$ cat src/rtl/hamming_pkg.sv
// Shared Hamming helpers: parity-width sizing, data-bit placement and the
// output buffer state encoding used by the encoder (and later the decoder).
package hamming_pkg;

    typedef enum logic [1:0] {
        EMPTY = 2'd0,
        ONE   = 2'd1,
        FULL  = 2'd2
    } buf_state_e;

    // Smallest r with 2^r >= data_w + r + 1; scanned downwards so the last hit wins.
    function automatic int calc_par_w(input int data_w);
        int r;
        r = 32'sd7;
        for (int k = 32'sd7; k >= 32'sd1; k--) begin
            if ((32'sd1 << k) >= (data_w + k + 32'sd1)) begin
                r = k;
            end else begin
                r = r;
            end
        end
        return r;
    endfunction

    // Hamming position of data bit idx: the idx-th position that is not a power of two.
    function automatic int data_pos(input int idx);
        int cnt;
        int pos;
        cnt = 32'sd0;
        pos = 32'sd0;
        for (int p = 32'sd1; p < 32'sd128; p++) begin
            if ((p & (p - 32'sd1)) != 32'sd0) begin
                if (cnt == idx) begin
                    pos = p;
                end else begin
                    pos = pos;
                end
                cnt = cnt + 32'sd1;
            end else begin
                cnt = cnt;
            end
        end
        return pos;
    endfunction

endpackage

$ cat src/rtl/hamming_calc.sv
// Combinational Hamming codeword builder; shared with the decoder syndrome path.
// SECDED=1 puts position i on bit i with overall parity on bit 0, else position i on bit i-1.
module hamming_calc
    import hamming_pkg::*;
#(
    parameter  int DATA_W = 4,
    parameter  int SECDED = 1,
    localparam int PAR_W  = calc_par_w(DATA_W),
    localparam int N_POS  = DATA_W + PAR_W,
    localparam int CODE_W = N_POS + SECDED
) (
    input  logic [DATA_W-1:0] i_data,
    output logic [CODE_W-1:0] o_code
);

    logic [N_POS:1] w_pos;

    // Scatter data bits, then fold each covered data position into its parity bit.
    always_comb begin
        w_pos = '0;
        for (int d = 0; d < DATA_W; d++) begin
            w_pos[data_pos(d)] = i_data[d];
        end
        for (int k = 0; k < PAR_W; k++) begin
            for (int p = 1; p <= N_POS; p++) begin
                w_pos[32'sd1 << k] = w_pos[32'sd1 << k]
                    ^ (w_pos[p] & (((p >> k) & 32'sd1) == 32'sd1) & (p != (32'sd1 << k)));
            end
        end
    end

    generate
        if (SECDED != 0) begin : g_secded
            assign o_code = {w_pos, ^w_pos};
        end else begin : g_sec
            assign o_code = w_pos;
        end
    endgenerate

endmodule

$ cat src/rtl/hamming_secded_enc.sv
// Valid/ready Hamming (SEC or SECDED) encoder with a 2-entry elastic output
// buffer, single-bit error injection and a saturating emitted-codeword count.
module hamming_secded_enc
    import hamming_pkg::*;
#(
    parameter  int DATA_W = 4,
    parameter  int SECDED = 1,
    parameter  int CNT_W  = 16,
    localparam int PAR_W  = calc_par_w(DATA_W),
    localparam int CODE_W = DATA_W + PAR_W + SECDED,
    localparam int POS_W  = $clog2(CODE_W)
) (
    input  logic              clk,
    input  logic              rstn,
    input  logic              in_valid,
    output logic              in_ready,
    input  logic [DATA_W-1:0] data_in,
    input  logic              inj_en,
    input  logic [POS_W-1:0]  inj_pos,
    output logic              out_valid,
    input  logic              out_ready,
    output logic [CODE_W-1:0] data_out,
    output logic [CNT_W-1:0]  cw_count
);

    buf_state_e        r_state;
    buf_state_e        w_state_nxt;
    logic [CODE_W-1:0] r_main;
    logic [CODE_W-1:0] r_skid;
    logic [CODE_W-1:0] w_main_nxt;
    logic [CODE_W-1:0] w_skid_nxt;
    logic              r_in_ready;
    logic              r_out_valid;
    logic [CNT_W-1:0]  r_cnt;
    logic [CODE_W-1:0] w_code;
    logic [CODE_W-1:0] w_flip;
    logic [CODE_W-1:0] w_enc;
    logic              w_in_xfer;
    logic              w_out_xfer;

    hamming_calc #(
        .DATA_W (DATA_W),
        .SECDED (SECDED)
    ) u_calc (
        .i_data (data_in),
        .o_code (w_code)
    );

    // A shift past the top bit yields zero, so out-of-range positions flip nothing.
    assign w_flip     = {{(CODE_W-1){1'b0}}, inj_en} << inj_pos;
    assign w_enc      = w_code ^ w_flip;
    assign w_in_xfer  = in_valid && r_in_ready;
    assign w_out_xfer = r_out_valid && out_ready;

    // Buffer occupancy transitions and main/skid next contents.
    always_comb begin
        w_state_nxt = r_state;
        w_main_nxt  = r_main;
        w_skid_nxt  = r_skid;
        case (r_state)
            EMPTY: begin
                if (w_in_xfer) begin
                    w_state_nxt = ONE;
                    w_main_nxt  = w_enc;
                end else begin
                    w_state_nxt = EMPTY;
                end
            end
            ONE: begin
                if (w_in_xfer && w_out_xfer) begin
                    w_main_nxt = w_enc;
                end else if (w_in_xfer) begin
                    w_state_nxt = FULL;
                    w_skid_nxt  = w_enc;
                end else if (w_out_xfer) begin
                    w_state_nxt = EMPTY;
                end else begin
                    w_state_nxt = ONE;
                end
            end
            FULL: begin
                if (w_out_xfer) begin
                    w_state_nxt = ONE;
                    w_main_nxt  = r_skid;
                end else begin
                    w_state_nxt = FULL;
                end
            end
            default: begin
                w_state_nxt = EMPTY;
            end
        endcase
    end

    // State, buffer contents, registered handshakes and the saturating counter.
    always_ff @(posedge clk or negedge rstn) begin
        if (!rstn) begin
            r_state     <= EMPTY;
            r_main      <= '0;
            r_skid      <= '0;
            r_in_ready  <= 1'b1;
            r_out_valid <= 1'b0;
            r_cnt       <= '0;
        end else begin
            r_state     <= w_state_nxt;
            r_main      <= w_main_nxt;
            r_skid      <= w_skid_nxt;
            r_in_ready  <= (w_state_nxt != FULL);
            r_out_valid <= (w_state_nxt != EMPTY);
            if (w_out_xfer && (r_cnt != {CNT_W{1'b1}})) begin
                r_cnt <= r_cnt + CNT_W'(1);
            end else begin
                r_cnt <= r_cnt;
            end
        end
    end

    assign in_ready  = r_in_ready;
    assign out_valid = r_out_valid;
    assign data_out  = r_main;
    assign cw_count  = r_cnt;

endmodule

$ cat config.mk
export PLATFORM = sky130hd
export DESIGN_NAME = hamming_secded_enc
export DESIGN_NICKNAME = d
export VERILOG_FILES = /design/src/rtl/hamming_pkg.sv /design/src/rtl/hamming_calc.sv /design/src/rtl/hamming_secded_enc.sv
export SDC_FILE = /design/constraint.sdc
export NUM_CORES = 1
export LEC_CHECK = 0
export ABC_CLOCK_PERIOD_IN_PS = 2000
export BUFFER_PORTS_ARGS = -buffer_cell sky130_fd_sc_hd__buf_4
export CORE_ASPECT_RATIO = 1.25
export CORE_MARGIN = 3
export CORE_UTILIZATION = 40
export DETAILED_ROUTE_END_ITERATION = 10
export PLACE_DENSITY_LB_ADDON = 0.25
export SLEW_MARGIN = 15
export SYNTH_ARGS = -nofsm -noshare
export SYNTH_HDL_FRONTEND = slang
export SYNTH_SLANG_ARGS = --single-unit
$ cat constraint.sdc
create_clock -name clk -period 2 [get_ports clk]
set_clock_uncertainty 0.2 [all_clocks]
set_input_delay 0.2 -clock clk [delete_from_list [all_inputs] [get_ports clk]]
set_output_delay 0.2 -clock clk [all_outputs]
set_load 0.01 [all_outputs]
======== Word-level counts from Yosys, hierarchy flattened ========
Cells that the tools add are included.
operators by class
  bitwise logic cells ..................... 8
  div/mod/pow operators ................... 0
  multiplexer cells ....................... 10
  order comparisons ....................... 0
  shift operators ......................... 1
  add/sub/neg operators ................... 1
  reductions and logical operators ........ 10
  multipliers ............................. 0
  eq/ne operators ......................... 7
operators with widths
  cell                                                             number
  8-bit 2-to-1 mux                                                 3
  8-bit case mux with 3 select lines                               1
  16-bit by 1-bit adder with 16-bit output, second input constant  1
  16-bit != test, second input constant                            1
  2-bit != test, second input constant                             4
  1-bit by 3-bit left shift with 8-bit output                      1
  8-bit XOR                                                        1
  7-bit XOR reduction                                              1
  2-bit 2-to-1 mux                                                 3
  2-bit case mux with 3 select lines                               1
  1-bit XOR                                                        6
  1-bit logical AND                                                4
  4-bit AND reduction                                              1
  3-bit AND reduction                                              1
  3-bit nonzero test                                               1
  2-bit by 1-bit == test with 1-bit output, second input constant  1
  2-bit == test, second input constant                             1
  2-bit zero test                                                  1
  1-bit 2-to-1 mux                                                 2
  2-bit nonzero test                                               1
  1-bit NOT                                                        1
word-level totals
  flip-flop bits (word level) ............. 36
  memory bits (writable) .................. 0
  latch bits .............................. 0
  bits in read-only memories .............. 0
  logic and storage cells ................. 43
  input bits .............................. 12
  memories ................................ 0

======== Logic depth before layout (Yosys ltp) ========
Gate-level depths: netlist of run 1.
  word-level depth ........................ 6
  depth in mapped cells ................... 6
  mapped depth without buffers ............ 5

======== By module ========
Synthesis of run 1 repeated with hierarchy kept, for this count alone.
second synthesis, totals
  cells, all modules ...................... 175
  area total of the unflattened synthesis .. 1956.9 µm²
modules (own cells, without submodules)
  module              times used  area each (µm²)  cells each
  hamming_secded_enc  1           1824.2           167
  hamming_calc        1           132.6            8

======== Worst setup path after synthesis of run 1 ========
No wires, ideal clock.
  kind .................................... flip-flop to flip-flop
  start point ............................. register r_cnt[0], in the netlist cw_count[0]
  end point ............................... register r_cnt[1], in the netlist cw_count[1]
  buffers on the path ..................... 0
  arrival ................................. 1.741 ns
  required time ........................... 1.672 ns
  cell stages (with the launch flop) ...... 6
  clock period less this slack ............ 2.069 ns
  path slack .............................. -0.069 ns
  setup time .............................. 0.128 ns
  path through ............................ dfrtp_1 ha_1 nand4_4 nor4_4 nor2_1 mux2_1
on the way
  cells in the longest elaborated chain, start to end .. 2
  elaborated cells between the ends (all ways) .. 3
RTL lines
  item                                                                                              line                       text
  start, declared                                                                                   hamming_secded_enc.sv:34   logic [CNT_W-1:0] r_cnt;
  start signal, assigned                                                                            hamming_secded_enc.sv:111  r_cnt <= r_cnt + CNT_W'(1);
  start signal, assigned                                                                            hamming_secded_enc.sv:113  r_cnt <= r_cnt;
  parallel branches: the longest is 2 deep, another holds 16-bit by 1-bit adder with 16-bit output  --
Several ways; the timed one is not identified.
A chain may end at the register's enable or synchronous reset.

======== Worst setup path after layout of run 1 ========
  start point ............................. register r_cnt[4], in the netlist cw_count[4]
  end point ............................... register r_cnt[15], in the netlist cw_count[15]
The elaborated chain is that of the path after synthesis.

==> summary.md, run 1 <==
| Metric | Value |
|---|---|
| Met2 GRT Util | 30.78% |
| Synth Flop Type | dfrtp_1 |
| Syn avg cell area | 10.84 sq um |
| Unrepaired setup endpoints after global routing | false |
| First-pass GRT wire length | ~6500 microns |
| Grt met1 use | 15.77% |
| Fin crit share | 93.80% |
| Die height | 81.45 microns |
| Hold Crit Start | data_in[0] |
| Initial antenna violation count | 0 |
| Die ar. | 5405 sq um |
| Netlist Area Pre-Place | between 1500 and 2000 sq um |
| GRT overflow | 0 |
| H-Tree Depth | 2 |
| Syn nets | 181 |
| Synth warn | 0 |
| Fraction of layout cells with a size suffix above 1 | a little under a third |
| Register area share after synthesis | between 40% and 50% |
| Starting Density | 43.08% |
| CTS Root Cell | clkbuf_8 |
| CTS tree | done |
| Slew Viols, Final | 0 |
| Worst Setup Path Type | reg -> reg |
| Clk_lat worst skew | around 0.28 ns |
| Final Routed Wirelength | 3930 microns |
| Fmax achieved | roughly 530 MHz |
| Inserted Clock Buffers | 5 |
| CP Max Fanout | 7 |
| Pin count of the biggest net entering global routing | 37 |
| Netlist cell types | 37 |
| Vias in the first global route | 1,452 |
| Worst r2r src | cw_count[4] |
| Post-route ant nets | 0 |
| Via Count | 1,422 |
| Startpoint types | flop |
| Synth top area share | 48.08% |
| Final Power | 2.771 mW |
| Worst reg2reg path depth | 4 |
| Min Clock Period, post-route | 1.876 ns |
| Worst Hold End | r_skid[3] |
| Vias per cell | 5.228 |
| Top Ports | 38 |
| GRT Total Usage | around 16% |
| Status | completed |
| Post-CTS Setup Bufs | 0 |
| DRC | 0 |
| GR peak layer | met2 |
| Met3 Use GR | 4.514% |
| Yosys reg bits | 36 |
| Number of diodes | 0 |
| Global placement routability congestion | 0.8195 |
| IO Port Bufs | 37 |
| Relative max-transition margin | about two thirds |
| Fin nets | around 230 |
| Post-synth EDFFs | 0 |
| DIE WIDTH | 66.36 microns |
| Dpl hpwl | 3011 microns |
| Clk sinks | 36 |
| Worst R2R Setup Slack | ~0.12 ns |
| First drt pass iteration count | 4 |
| DRT iter0 DRCs | 42 |
| Max-cap violations | 0 |
| Cells after Synth | 168 |
| TNS Setup | 0 ns |
| Hold Path Class | in -> reg |
| Area growth, synth to finish | 27.95% |
| Core Area | approximately 4200 sq um |
| Asr flop ratio synth | 100.0% |
| Reg2reg end | cw_count[15] |
| Hold path cells | 3 |
| Top post-synthesis cells by area | dfrtp_1 48%, xor2_1 10%, xnor2_1 3.8%, nor2_1 3.7%, a21oi_1 3.3% |
| Routed len/inst | 14.45 microns |
| Max IR drop VDD | ~0.00055 V |
| Required time of the critical path | 2.00 ns |
| Static leakage | 1.079 nW |
| FP Rows | 26 |
| Slew at the pin closest to its max-slew limit | 0.4925 ns |
| Clock Pin Slew Worst Setup and Hold Paths | 0.07 ns |
| Fin. Hold Viols | 0 |
| CP Data Arrival Time | 1.88 ns |
| PwrDens | between 1000 and 1500 nW/um^2 |
| CP Capture Type | flop |
| Final setup fails | 0 |
| Cell accounting for the most synthesized area | dfrtp_1 |
| Clock Path Buffers | 2 |
[metrics by stage]
step	std cells	worst slack [ns]	hold WS (ns)	util (%)	area, sq um
after detailed placement	263	0.02584	-0.01622	51.89	2195
after floorplan	168	0.04895	-0.2956	-	1822
after CTS	272	0.01201	0.08750	54.26	2295
after global routing	272	0.006297	0.1125	55.12	2331
after global placement	263	0.07422	-0.02886	51.89	2195
final	272	0.1240	0.08553	55.12	2331
[layout make-up]
type	instances	area, sq um
Inverter	1	3.754
Tap cell	56	70.07
Fill cell	376	1898
Clock buffer	8	90.09
Timing Repair Buffer	45	340.3
Sequential cell	36	903.4
Multi-Input combinational cell	126	923.4
[worst max-delay path by stage]
| stage | start | to | slack (ns) | depth (start not counted) |
|---|---|---|---|---|
| 5_1_grt | cw_count[1] | cw_count[1] | 0.006 | 5 |
| 3_3_place_gp | cw_count[4] | cw_count[12] | 0.07 | 4 |
| 3_5_place_dp | cw_count[4] | cw_count[12] | 0.03 | 4 |
| 4_1_cts | cw_count[4] | cw_count[12] | 0.01 | 4 |
| 6_report | cw_count[4] | cw_count[15] | 0.12 | 4 |
| 2_1_floorplan | cw_count[0] | cw_count[1] | 0.05 | 5 |
[report_power, final]
group	switching (mW)	internal [mW]	total [mW]	leakage [nW]
logic	0.504	0.518	1.02	0.599
clock network	0.238	0.281	0.519	0.0455
registers	0.237	0.993	1.23	0.434
[state kept, by name, indices dropped and copies added (netlist names)]
register	count
cw_count	16
out_valid	1
data_out	8
in_ready	1
r_skid	8
r_state	2
[synth_stat cells, types with 2 or more instances]
cell type  instances
nand4_1            3
nand2b_1           2
nor3b_1            3
nand4b_1           4
xor2_1            21
nor2_1            18
nand3_1            4
clkbuf_1           3
a221oi_1           4
nand2_1            8
mux2_1             4
xnor2_1            8
nor4_1             5
dfrtp_1           35
nor3_1            10
a21oi_1           12
or3_1              2
mux2i_1            3
[worst max-delay path: stages (launching register included)]
cell	delay (ns)
dfrtp_1	0.46
nand4_2	0.19
or3_4	0.42
nor4_2	0.32
xor2_1	0.19
[cell usage in the layout, fill, tap and decap left out, types with 6 or more instances in the layout]
cell,count
buf_4,44
dfrtp_1,34
xor2_1,21
nor2_1,18
a21oi_1,12
nor3_1,9
nand2_1,8
xnor2_1,8
clkbuf_8,6
[per-layer routing]
metal / share of wire [%] / vias to the layer above / wire (microns)
li1: - / 687 / -
met1: 39 / 697 / 1524
met2: 55 / 32 / 2146
met3: 4.7 / 6 / 185
met4: 1.9 / 0 / 73
met5: 0 / - / 0
[cell families after synthesis]
logic type	after synthesis	share of synthesized area, %
AO/OA/AOI/OAI	20	7.005
XOR/XNOR	29	13.94
adder cells (fa/ha/maj)	1	0.6867
buffers and inverters	6	1.716
flip-flops	36	49.52
multiplexers	8	4.739
AND/OR/NAND/NOR	68	22.39
[repair_timing]
item                                    in CTS  in global routing
resized for setup                            0                  8
endpoints found under the hold margin       35                  0
endpoints found under the setup margin       0                 15
hold buffers                                 1                  0
Note: power is estimated with default switching activity, not from simulation.
==> inputs of run 2 (changes only) <==
- ABC_AREA: default -> 1
- HOLD_SLACK_MARGIN: default -> 0.03
- SETUP_SLACK_MARGIN: default -> 0.1
==> summary.md, run 2 <==
| Metric | Value |
|---|---|
| Int Pwr | 1.887 mW |
| Slew Viols, Final | 0 |
| Inserted Clock Buffers | 5 |
| First-pass GRT wire length | 8487 microns |
| FP Rows | 29 |
| Register area share after synthesis | between 40% and 50% |
| Hold slack | about 0.048 ns |
| GRT Total Usage | 16.52% |
| Clk sinks | 36 |
| Initial antenna violation count | 0 |
| Vias per cell | 4.945 |
| Vias in the first global route | 1,926 |
| DRC | 0 |
| TNS Setup | 0 ns |
| Cell accounting for the most synthesized area | dfrtp_1 |
| DIE WIDTH | 72.76 microns |
| Most numerous cell in the Yosys netlist | nand2_1 |
| Area growth, synth to finish | 20.83% |
| Max IR drop VDD | 0.0004197 V |
| DRT iter0 DRCs | 111 |
| First drt pass iteration count | 4 |
| Global placement routability congestion | 0.8950 |
| Synth warn | 0 |
| IO Port Bufs | 37 |
| CP Max Fanout | 6 |
| Final Routed Wirelength | 4917 microns |
| Worst Setup Path Type | reg -> reg |
| # placed instances | 409 |
| Netlist cell types | 30 |
| Number of diodes | 0 |
| Clk_lat worst skew | roughly 0.29 ns |
| Netlist Area Pre-Place | around 2200 sq um |
| Min Clock Period, post-route | 1.745 ns |
| CTS Root Cell | clkbuf_8 |
| Worst r2r src | cw_count[0] |
| Top post-synthesis cells by area | dfrtp_1 39%, nand2_1 22%, nand3_1 6.1%, nor2_1 5.1%, nand4_1 3.1% |
| Final setup fails | 0 |
| Setup ws final | 0.2552 ns |
| Cells after Synth | about 320 |
| Max-cap violations | 0 |
| Pin count of the biggest net entering global routing | 37 |
| Clk network pwr share | 21.1% |
| Relative max-transition margin | between 50% and 60% |
| Max FFs per register | 16 |
| Routed len/inst | between 10 and 15 microns |
| Syn nets | 331 |
| Die ar. | 6508 sq um |
| Fin. Hold Viols | 0 |
| CP Capture Type | flop |
| Slowest cell delay on critical path | between 0.4 and 0.5 ns |
| WP buf/inv | 2 |
| Asr flop ratio synth | 100.0% |
| Switch share | 38.07% |
| Static leakage | 1.331 nW |
| Fin crit share | 87.24% |
| Most common cell after layout, fill and taps aside | nand2_1 |
| Unrepaired setup endpoints after global routing | false |
| Post-route ant nets | 0 |
| CP max stage cell | dfrtp_1 |
| Synth Flop Type | dfrtp_1 |
| Core Area | 5225 sq um |
| Starting Density | 42.65% |
| Fin nets | 371 |
| Placement Setup Slack | 0.09259 ns |
| Hold Path Class | in -> reg |
| Status | completed |
| Top Ports | 38 |
| Critical-path cell list | ha_1, inv_1, nor2_4, nand2_4, o21ai_4, buf_4, xor2_1 |
| Fraction of layout cells with a size suffix above 1 | 19.22% |
| Yosys reg bits | 36 |
| Fillers | between 500 and 600 |
| Startpoint types | flop |
| Design area | 2693 sq um |
| Hold Crit Start | data_in[2] |
| Top post-synthesis cells by count | 132 x nand2_1, 35 x dfrtp_1, 30 x nor2_1 |
| GRT overflow | 0 |
| Synth top area share | 39.30% |
| Commonest non-fill, non-tap cells in the layout | 132 x nand2_1, 39 x buf_4, 35 x dfrtp_1, 30 x nor2_1, 27 x nand3_1 |
| Syn avg cell area | about 7.0 sq um |
| Top delay family on crit path | flip-flops |
| Slew at the pin closest to its max-slew limit | between 0.6 and 0.7 ns |
| Dpl hpwl | 3652 microns |
| Clock Pin Slew Worst Setup and Hold Paths | approximately 0.08 ns |
| Fmax achieved | 573.1 MHz |
| Sequential share of power | 39.7% |
| Via Count | 2,082 |
| Final non-filler cell total | 421 |
| CP Data Arrival Time | 1.76 ns |
| Comb pwr share | 39.2% |
| H-Tree Depth | 2 |
| Crit path from | cw_count[0] |
| CTS tree | done |
| Switching pwr | 1.160 mW |
| Die height | 89.45 microns |
| Required time of the critical path | roughly 2.0 ns |
| Clock Path Buffers | 2 |
| PwrDens | 1132 nW/um^2 |
| Post-synth EDFFs | 0 |
| Placed inst area | 2529 sq um |
==> run 2: cell types whose count changed in the layout (fill, tap and decap cells not counted), moves of 5 or more <==
cell     previous run  this run
a21oi_1            12         6
buf_4              44        39
inv_1               1        16
inv_2               0         7
nand2_1             8       132
nand3_1             4        27
nand4_1             3        11
nor2_1             18        30
nor3_1              9         1
o21ai_1             0        10
xor2_1             21         3
==> run 2: per-stage QoR <==
step | utilization [%] | power [mW]
after global placement | 48.40 | 2.375
final | 51.53 | 3.047
after global routing | 51.53 | 3.310
after CTS | 51.01 | 3.059
after floorplan | - | 1.975
after detailed placement | 48.40 | 2.401
==> run 2: per-layer routing <==
layer | GRT usage (%) | vias to the layer above | part of all wire [%]
met4 | 5.537 | 0 | 1.9
met3 | 2.812 | 8 | 4.4
met2 | 31.20 | 45 | 52
met1 | 18.58 | 940 | 42
met5 | 0 | - | 0
li1 | - | 1089 | -
==> run 2: what timing repair did <==
action	in CTS	in global routing
hold buffers	2	0
setup buffers	0	2
resized for setup	1	0
hold endpoints to repair	37	0
pin swaps	0	1
setup endpoints to repair	4	10
==> run 2: kinds of logic (layout without fill, tap and decap cells) <==
family | count (synthesis) | after routing | share of synthesized area, %
xor gates and xnor gates | 10 | 10 | 3.931
buffers and inverters | 32 | 73 | 6.682
DFF | 36 | 36 | 40.48
adders and majority gates | 1 | 1 | 0.5614
AOI/OAI and AO/OA | 25 | 25 | 6.682
and+or+nand+nor | 214 | 214 | 41.66
==> run 2: power by group through the flow <==
| stage | logic (mW) | registers (mW) | clock network, mW |
|---|---|---|---|
| 6_report | 1.20 | 1.21 | 0.642 |
| 5_1_grt | 1.37 | 1.25 | 0.693 |
| 4_1_cts | 1.19 | 1.21 | 0.655 |
| 3_5_place_dp | 1.18 | 1.23 | 0 |
| 3_3_place_gp | 1.16 | 1.21 | 0 |
| 2_1_floorplan | 0.720 | 1.25 | 0 |
==> run 2: layout make-up <==
class	instances	area, sq um	area share (%)
inverter	23	86.33	3.206
multi-input combinational	250	1182	43.91
sequential	36	902.1	33.50
timing repair buffer	42	332.8	12.36
tap	62	77.57	2.881
clock buffer	5	68.82	2.556
clock inverter	3	42.54	1.580
==> run 2: final timing paths <==
check	end	slack, ns	cells past startpoint
min in group asynchronous	r_state[0]	0.19	2
hold / removal	r_skid[6]	0.05	3
hold reg to reg	data_out[3]	0.29	2
max in group asynchronous	in_ready	1.04	2
setup / recovery	cw_count[0]	0.26	7
setup reg to reg	cw_count[0]	0.26	7
==> run 2: tightest hold or removal path, delay by kind of cell <==
family	cells	cell delay, ns
and+or+nand+nor	1	0.08
AOI/OAI and AO/OA	1	0.08
buffers and inverters	1	0.14
==> inputs of run 3 (changes only) <==
- CELL_PAD_IN_SITES_DETAIL_PLACEMENT: default -> 0
- CELL_PAD_IN_SITES_GLOBAL_PLACEMENT: default -> 1
- CORE_UTILIZATION: 40 -> 36
==> summary.md, run 3 (same netlist as run 2, synthesis figures left out) <==
| Metric | Value |
|---|---|
| Startpoint types | flop |
| GRT Total Usage | 15.10% |
| CTS tree | done |
| Fraction of layout cells with a size suffix above 1 | a little under a fifth |
| Top Ports | 38 |
| Static leakage | 1.328 nW |
| Core Area | roughly 5900 sq um |
| IO Port Bufs | 37 |
| Dpl hpwl | 3954 microns |
| DRT iter0 DRCs | 78 |
| Met2 GRT Util | between 20 and 30% |
| Reg2reg end | data_out[2] |
| Clock Path Buffers | 2 |
| H-Tree Depth | 2 |
| Worst r2r src | r_state[1] |
| DRC | 0 |
| CP Data Arrival Time | about 1.7 ns |
| Grt met1 use | 17.09% |
| Fin. Hold Viols | 0 |
| Hold Path Class | in -> reg |
| Hold path cells | 3 |
| Die ar. | 7176 sq um |
| Final Power | 2.950 mW |
| Required time of the critical path | ~2 ns |
| PwrDens | 1092 nW/um^2 |
| GR peak layer | met2 |
| Vias in the first global route | 1,986 |
| Pin count of the biggest net entering global routing | 37 |
| Worst Hold End | r_skid[5] |
| Area growth, synth to finish | 21.22% |
| Relative max-transition margin | 54.76% |
| Starting Density | 37.80% |
| Final Routed Wirelength | 5185 microns |
| First drt pass iteration count | 4 |
| Global placement routability congestion | roughly 0.87 |
| Initial antenna violation count | 0 |
| Worst Setup Path Type | reg -> reg |
| Max-cap violations | 0 |
| CP Capture Type | flop |
| Status | completed |
| CP Max Fanout | 16 |
| Slew Viols, Final | 0 |
| Most common cell after layout, fill and taps aside | nand2_1 |
| Clk sinks | 36 |
| Max FFs per register | 16 |
| Clock Pin Slew Worst Setup and Hold Paths | 0.07 ns |
| Fin crit share | 86.78% |
| Routed len/inst | 11.73 microns |
| Via Count | around 2.1k |
| Fin nets | around 370 |
| Number of diodes | 0 |
| Vias per cell | about 4.8 |
| Inserted Clock Buffers | 5 |
| Min Clock Period, post-route | 1.736 ns |
| Clk_lat worst skew | 0.29 ns |
| Max IR drop VDD | 0.0003144 V |
| Worst reg2reg path depth | 6 |
| FP Rows | 31 |
| Fin util | 45.82% |
| Worst R2R Setup Slack | 0.26 ns |
| Die height | 93.97 microns |
| Met3 Use GR | 2.495% |
| Slew at the pin closest to its max-slew limit | just under 0.7 ns |
| Commonest non-fill, non-tap cells in the layout | 132 x nand2_1, 41 x buf_4, 35 x dfrtp_1, 30 x nor2_1, 27 x nand3_1 |
| Final setup fails | 0 |
| Unrepaired setup endpoints after global routing | false |
| Hold Crit Start | data_in[1] |
| Fmax achieved | ~580 MHz |
| CTS Root Cell | clkbuf_8 |
| TNS Setup | 0 ns |
| First-pass GRT wire length | between 8000 and 9000 microns |
| Post-route ant nets | 0 |
| DIE WIDTH | 76.37 microns |
| GRT overflow | 0 |
-- run 3: timing repair --
action	in CTS	in global routing
setup endpoints to repair	0	15
gates resized for setup	0	1
setup buffers	0	2
endpoints found under the hold margin	36	0
hold buffers	1	0
-- run 3: power breakdown --
part           total, mW  switching (mW)  internal (mW)  leakage [nW]
sequential          1.19           0.199          0.992         0.454
combinational       1.23           0.694          0.536         0.829
clock              0.528           0.247          0.281        0.0455
-- run 3: layer usage --
metal  wire, microns  share of wire, %
met1            2213                43
met4              76               1.5
met3             163               3.1
met2            2732                53
met5               0                 0
-- run 3: stage by stage --
step | hold slack [ns] | std cells | cell area [sq um] | setup slack [ns]
2_1_floorplan | -0.2956 | 318 | 2228 | 0.3316
3_3_place_gp | -0.006602 | 431 | 2569 | 0.1753
3_5_place_dp | -0.004818 | 431 | 2569 | 0.1333
4_1_cts | 0.04144 | 440 | 2669 | 0.1119
5_1_grt | 0.05514 | 442 | 2701 | 0.1253
6_report | 0.05068 | 442 | 2701 | 0.2645
-- run 3: cell type report --
| class | instances | area (sq um) |
|---|---|---|
| clock buffer | 8 | 90.09 |
| tap | 82 | 102.6 |
| multi-input combinational | 250 | 1182 |
| fill | 625 | 3194 |
| inverter | 23 | 86.33 |
| sequential | 36 | 902.1 |
| timing repair buffer | 43 | 337.8 |
-- run 3: worst max path at each step --
| stage | start | end | slack [ns] | cells past startpoint |
|---|---|---|---|---|
| floorplan | cw_count[0] | cw_count[10] | 0.33 | 9 |
| global placement | cw_count[1] | cw_count[11] | 0.18 | 8 |
| detailed placement | cw_count[1] | cw_count[9] | 0.13 | 8 |
| CTS | cw_count[1] | cw_count[11] | 0.11 | 8 |
| global route | cw_count[1] | cw_count[14] | 0.13 | 8 |
| finish | r_state[1] | data_out[2] | 0.26 | 6 |
-- run 3: worst max-delay path, stage by stage (launching register included) --
cell	delay [ns]
dfrtp_1	0.46
inv_2	0.10
nor2_4	0.05
o21ai_2	0.57
a21oi_1	0.08
nand2_1	0.12
nand2_1	0.05
